File: config.mk
export PLATFORM = sky130hd
export DESIGN_NAME = round_unit
export DESIGN_NICKNAME = d
export VERILOG_FILES = /design/src/rtl/round_unit.sv
export SDC_FILE = /design/constraint.sdc
export NUM_CORES = 1
export LEC_CHECK = 0
export CAP_MARGIN = 20
export CELL_PAD_IN_SITES_DETAIL_PLACEMENT = 1
export CELL_PAD_IN_SITES_GLOBAL_PLACEMENT = 2
export CORE_MARGIN = 1
export CORE_UTILIZATION = 30
export CTS_CLUSTER_DIAMETER = 30
export DETAILED_ROUTE_END_ITERATION = 10
export PLACE_DENSITY = 0.76
export SLEW_MARGIN = 20
export SYNTH_ARGS = -nofsm -noshare
export SYNTH_HDL_FRONTEND = slang
export SYNTH_SLANG_ARGS = --single-unit
export TNS_END_PERCENT = 20
File: constraint.sdc
create_clock -name CLK -period 4.9 [get_ports CLK]
set_input_delay 0.98 -clock CLK [delete_from_list [all_inputs] [get_ports CLK]]
set_output_delay 0.98 -clock CLK [all_outputs]
set_load 0.005 [all_outputs]
File: src/rtl/round_unit.sv
// round_unit: one cipher-style round (key mix, nibble S-box, linear diffusion)
// with a single output register stage. Latency 1 cycle, throughput 1 block/cycle.
//
// Flow control: IN_VALID qualifies D_IN/K_IN for the current cycle only. There
// is no ready/back-pressure; every IN_VALID cycle is accepted, and OUT_VALID
// pulses for exactly one cycle alongside the D_OUT update it belongs to. The
// consumer must take every OUT_VALID pulse.
module round_unit (
  input  logic        CLK,
  input  logic        RST,
  input  logic        IN_VALID,
  input  logic [31:0] D_IN,
  input  logic [7:0]  K_IN,
  output logic [31:0] D_OUT,
  output logic        OUT_VALID
);

  // 4-bit substitution box shared by all eight nibble lanes.
  function automatic logic [3:0] sbox(input logic [3:0] n);
    logic [3:0] r;
    unique case (n)
      4'h0: r = 4'hC;
      4'h1: r = 4'h5;
      4'h2: r = 4'h6;
      4'h3: r = 4'hB;
      4'h4: r = 4'h9;
      4'h5: r = 4'h0;
      4'h6: r = 4'hA;
      4'h7: r = 4'hD;
      4'h8: r = 4'h3;
      4'h9: r = 4'hE;
      4'hA: r = 4'hF;
      4'hB: r = 4'h8;
      4'hC: r = 4'h4;
      4'hD: r = 4'h7;
      4'hE: r = 4'h1;
      default: r = 4'h2;
    endcase
    return r;
  endfunction

  logic [31:0] key32;
  logic [31:0] mix_x;
  logic [31:0] sub_s;
  logic [31:0] lin_y;

  logic [31:0] dout_q,  dout_d;
  logic        valid_q, valid_d;

  // Combinational round datapath: replicate key, XOR-mix, substitute, diffuse.
  always_comb begin
    key32 = {K_IN, K_IN, K_IN, K_IN};
    mix_x = D_IN ^ key32;
    sub_s = '0;
    for (int i = 0; i < 8; i++) begin
      sub_s[4*i +: 4] = sbox(mix_x[4*i +: 4]);
    end
    // rotl32 by 8 and by 19; both are pure wiring.
    lin_y = sub_s ^ {sub_s[23:0], sub_s[31:24]} ^ {sub_s[12:0], sub_s[31:13]};
  end

  // Next-state for the output stage: capture on IN_VALID, otherwise hold data
  // and drop the valid pulse. Reset wins over any block offered the same cycle.
  always_comb begin
    dout_d  = dout_q;
    valid_d = 1'b0;
    if (RST) begin
      dout_d  = 32'h0000_0000;
      valid_d = 1'b0;
    end else if (IN_VALID) begin
      dout_d  = lin_y;
      valid_d = 1'b1;
    end
  end

  // Output register stage.
  always_ff @(posedge CLK) begin
    dout_q  <= dout_d;
    valid_q <= valid_d;
  end

  assign D_OUT     = dout_q;
  assign OUT_VALID = valid_q;

endmodule

==> impl_metrics.json <==
{
  "outcome": "finished, final reports clean",
  "mostFrequentLayoutCells": "74 x clkdlybuf4s50_1, 60 x xnor2_1, 35 x inv_1, 35 x nor2_1, 34 x ha_1",
  "post-route-period-util_pct": 73.9,
  "clock_path_buffers": 2,
  "post_cts_resize_count": 0,
  "critical_path.slowest_cell": "clkdlybuf4s50_1",
  "via_count": 2549,
  "crit_family": "XOR/XNOR gates",
  "timing.hold.worst.class": "register to register",
  "tritoncts_clock_tree": "done",
  "vias_in_the_first_global_route": 2548,
  "yosys.cell_types.count": 34,
  "finish.cell_count_without_fillers": 558,
  "synth_top_cell_area_share_pct": 18.9,
  "grt-ovfl-total": 0,
  "post_synth_xor_area_fraction_pct": 27.7,
  "placementRows": 39,
  "synth_mux_area_share_pct": 21.2,
  "max_clock_freq_ghz": 0.276,
  "netlist_top_cells_area": "dfxtp_1 19%, xnor2_1 15%, ha_1 12%",
  "yosysWarnings": 0,
  "synth_adder_area_share_pct": 12.2,
  "numPlacedInstances": 551,
  "critical_path.reg2reg.endpoint": "D_OUT[15]$_SDFFE_PP0P_",
  "grt_antenna_before_repair": 0,
  "dpl_cell_area_um2": 4340,
  "insertedDiodeCount": 0,
  "dp.final_hpwl_mm": 7.24,
  "number_of_flops_mapped_to_enable_cells_by_yosys": 0,
  "netlist_area_um2": 3490,
  "min_period_ns": 3.62,
  "crit_arrival_ns": 3.72,
  "remaining_drc_errors": 0,
  "final_critical_path_setup_slack_ns": 1.28,
  "rsz_0062_raised_after_global_routing": "no",
  "rr_worst_depth": 2,
  "fin_nets": 492,
  "maxSlewViolCount": 0,
  "timing.reg2reg.setup_slack_ns": 4.15,
  "floorplan.io_pins": 76,
  "core_region_area_um2": 11400,
  "critPathMostFrequentCell": "xnor2_1",
  "tightest_pin_transition_ns": 1.05,
  "fp.dieH_um": 110,
  "power.density_nw_per_um2": 346,
  "post_synth.cell_area_avg_um2": 10.0,
  "ant_nets": 0,
  "power.leakage_nw": 1.87,
  "ir_drop_uv": 218,
  "grt_start_max_net_pins": 57,
  "drt-pass1-iter-count": 3,
  "crit_path_max_fanout": 5,
  "grt_pass1_wl_mm": 13.4,
  "critPathBufInv": 2,
  "drt-initial-drc-count": 72,
  "die-width_um": 110,
  "flow.area_growth_from_synthesis_pct": 28.5,
  "cts.repair_timing.setup_buffer_count": 0,
  "cts.sinks": 33,
  "num-fill-cells": 1296,
  "postSynthNetCount": 425,
  "worstPathRequired_ns": 5.00,
  "timing.hold.worst_endpoint": "D_OUT[8]$_SDFFE_PP0P_",
  "r2r_start": "D_OUT[15]$_SDFFE_PP0P_",
  "worstHoldPathCells": 2,
  "synth-simple-area-share_pct": 7.82,
  "timing.critical_path.cells": "clkdlybuf4s50_1 -> xnor2_1 -> inv_1 -> ha_1 -> mux4_1 -> xor2_1 -> xnor2_1 -> a211oi_1",
  "setup_violations": 0,
  "clock-root-buffer": "clkbuf_16",
  "clkSlewWorstSetupHoldPaths_ns": 0.05,
  "fin_worst_skew_ns": 0,
  "die_area_um2": 12100,
  "worst_hold_slack_ns": 0.477,
  "post-layout-total-power_mw": 1.55,
  "yosysTopAreaCell": "dfxtp_1",
  "synthesized_area_fraction_occupied_by_ao_oa_aoi_and_oai_cells_pct": 6.17,
  "final_core_util_pct": 39.4,
  "setup.worst_path.start_class": "input port",
  "postLayoutCellArea_um2": 4480,
  "hold_path_startpoint": "D_OUT[8]$_SDFFE_PP0P_",
  "max_cap_viol_count": 0,
  "post_synth_inst_count": 348,
  "path_class": "input port to register",
  "cp_slowest_stage_delay_ns": 0.60,
  "clock_insertion_delay_worst_skew_ns": 0.28,
  "routedWlPerCell_um": 15.2,
  "main_combinational_cell_family_by_area_after_synthesis": "XOR/XNOR gates",
  "buffer_ports.inserted": 75,
  "ys_async_sr_fraction_pct": 0,
  "gp_congestion": 0.757,
  "synth_sequential_area_ratio_pct": 18.9,
  "endpoint_kind": "register",
  "slew_headroom_pct": 30.3,
  "total_cts_buffers": 5,
  "post_route_setup_tns_ns": 0,
  "finalWirelength_mm": 8.50,
  "final_layout_size_suffix_gt1_share_pct": 8.19,
  "ys_seq_elements": 33,
  "layout_commonest_cell": "clkdlybuf4s50_1",
  "timing.final.hold_violations": 0,
  "viasPerCell": 4.57,
  "clock_tree.htree_level_count": 2,
  "postCtsHoldBufs": 0,
  "placement.setup.worst_slack_ns": 0.894,
  "grt_use_total_pct": 14.5,
  "floorplan.initialDensity_pct": 30.7,
  "yosys_most_used_dff": "dfxtp_1"
}
synthesized netlist by cell type (3+ instances only):
| master | n |
|---|---|
| ha_1 | 34 |
| nor2_1 | 35 |
| mux4_1 | 9 |
| nand2_1 | 5 |
| xor2_1 | 27 |
| xnor2_1 | 60 |
| mux2_2 | 3 |
| a211oi_1 | 16 |
| mux2i_1 | 31 |
| inv_1 | 35 |
| nand2b_1 | 3 |
| mux4_2 | 7 |
| xnor2_2 | 5 |
| clkbuf_1 | 9 |
| nor3_1 | 6 |
| dfxtp_1 | 33 |
| xor2_2 | 3 |
flip-flops by register name, summed over array words and instances, names as in the netlist:
| name | flops |
|---|---|
| D_OUT | 32 |
| OUT_VALID | 1 |
worst reg2reg max path, cell delays in order (launching register included):
cell and delay (ns):
dfxtp_1 0.39, nor2_1 0.06, a211oi_1 0.22
layer usage:
metal  part of all wire [%]  global-route usage (%)
met3                    2.3                    1.24
met5                      0                       0
met4                   0.85                    2.86
met2                     49                    25.5
met1                     48                    19.3
where the power goes:
| part | total, mW | internal [mW] | switching (mW) |
|---|---|---|---|
| registers | 0.365 | 0.329 | 0.0359 |
| clock network | 0.307 | 0.199 | 0.108 |
| logic | 0.879 | 0.465 | 0.414 |
worst max path at each step:
stage,from,to,cells past startpoint
2_1_floorplan,K_IN[1],D_OUT[2]$_SDFFE_PP0P_,9
3_3_place_gp,K_IN[0],D_OUT[10]$_SDFFE_PP0P_,8
3_5_place_dp,K_IN[0],D_OUT[10]$_SDFFE_PP0P_,8
4_1_cts,K_IN[0],D_OUT[10]$_SDFFE_PP0P_,8
5_1_grt,K_IN[0],D_OUT[10]$_SDFFE_PP0P_,8
6_report,K_IN[0],D_OUT[10]$_SDFFE_PP0P_,8
cell families after synthesis:
family                     after synthesis
AOI/OAI and AO/OA                       23
xor gates and xnor gates                98
adders and majority gates               34
buffers and inverters                   51
DFF                                     33
muxes                                   50
and+or+nand+nor                         59
area by class of cell:
class / count / area, um^2 / share of cell area (%)
inverter: 35 / 131 / 2.93
multi-input combinational: 264 / 2620 / 58.4
timing repair buffer: 76 / 753 / 16.8
clock buffer: 7 / 143 / 3.18
tap: 143 / 179 / 3.99
sequential: 33 / 661 / 14.7
No activity file was read; power rests on OpenSTA's default activity.
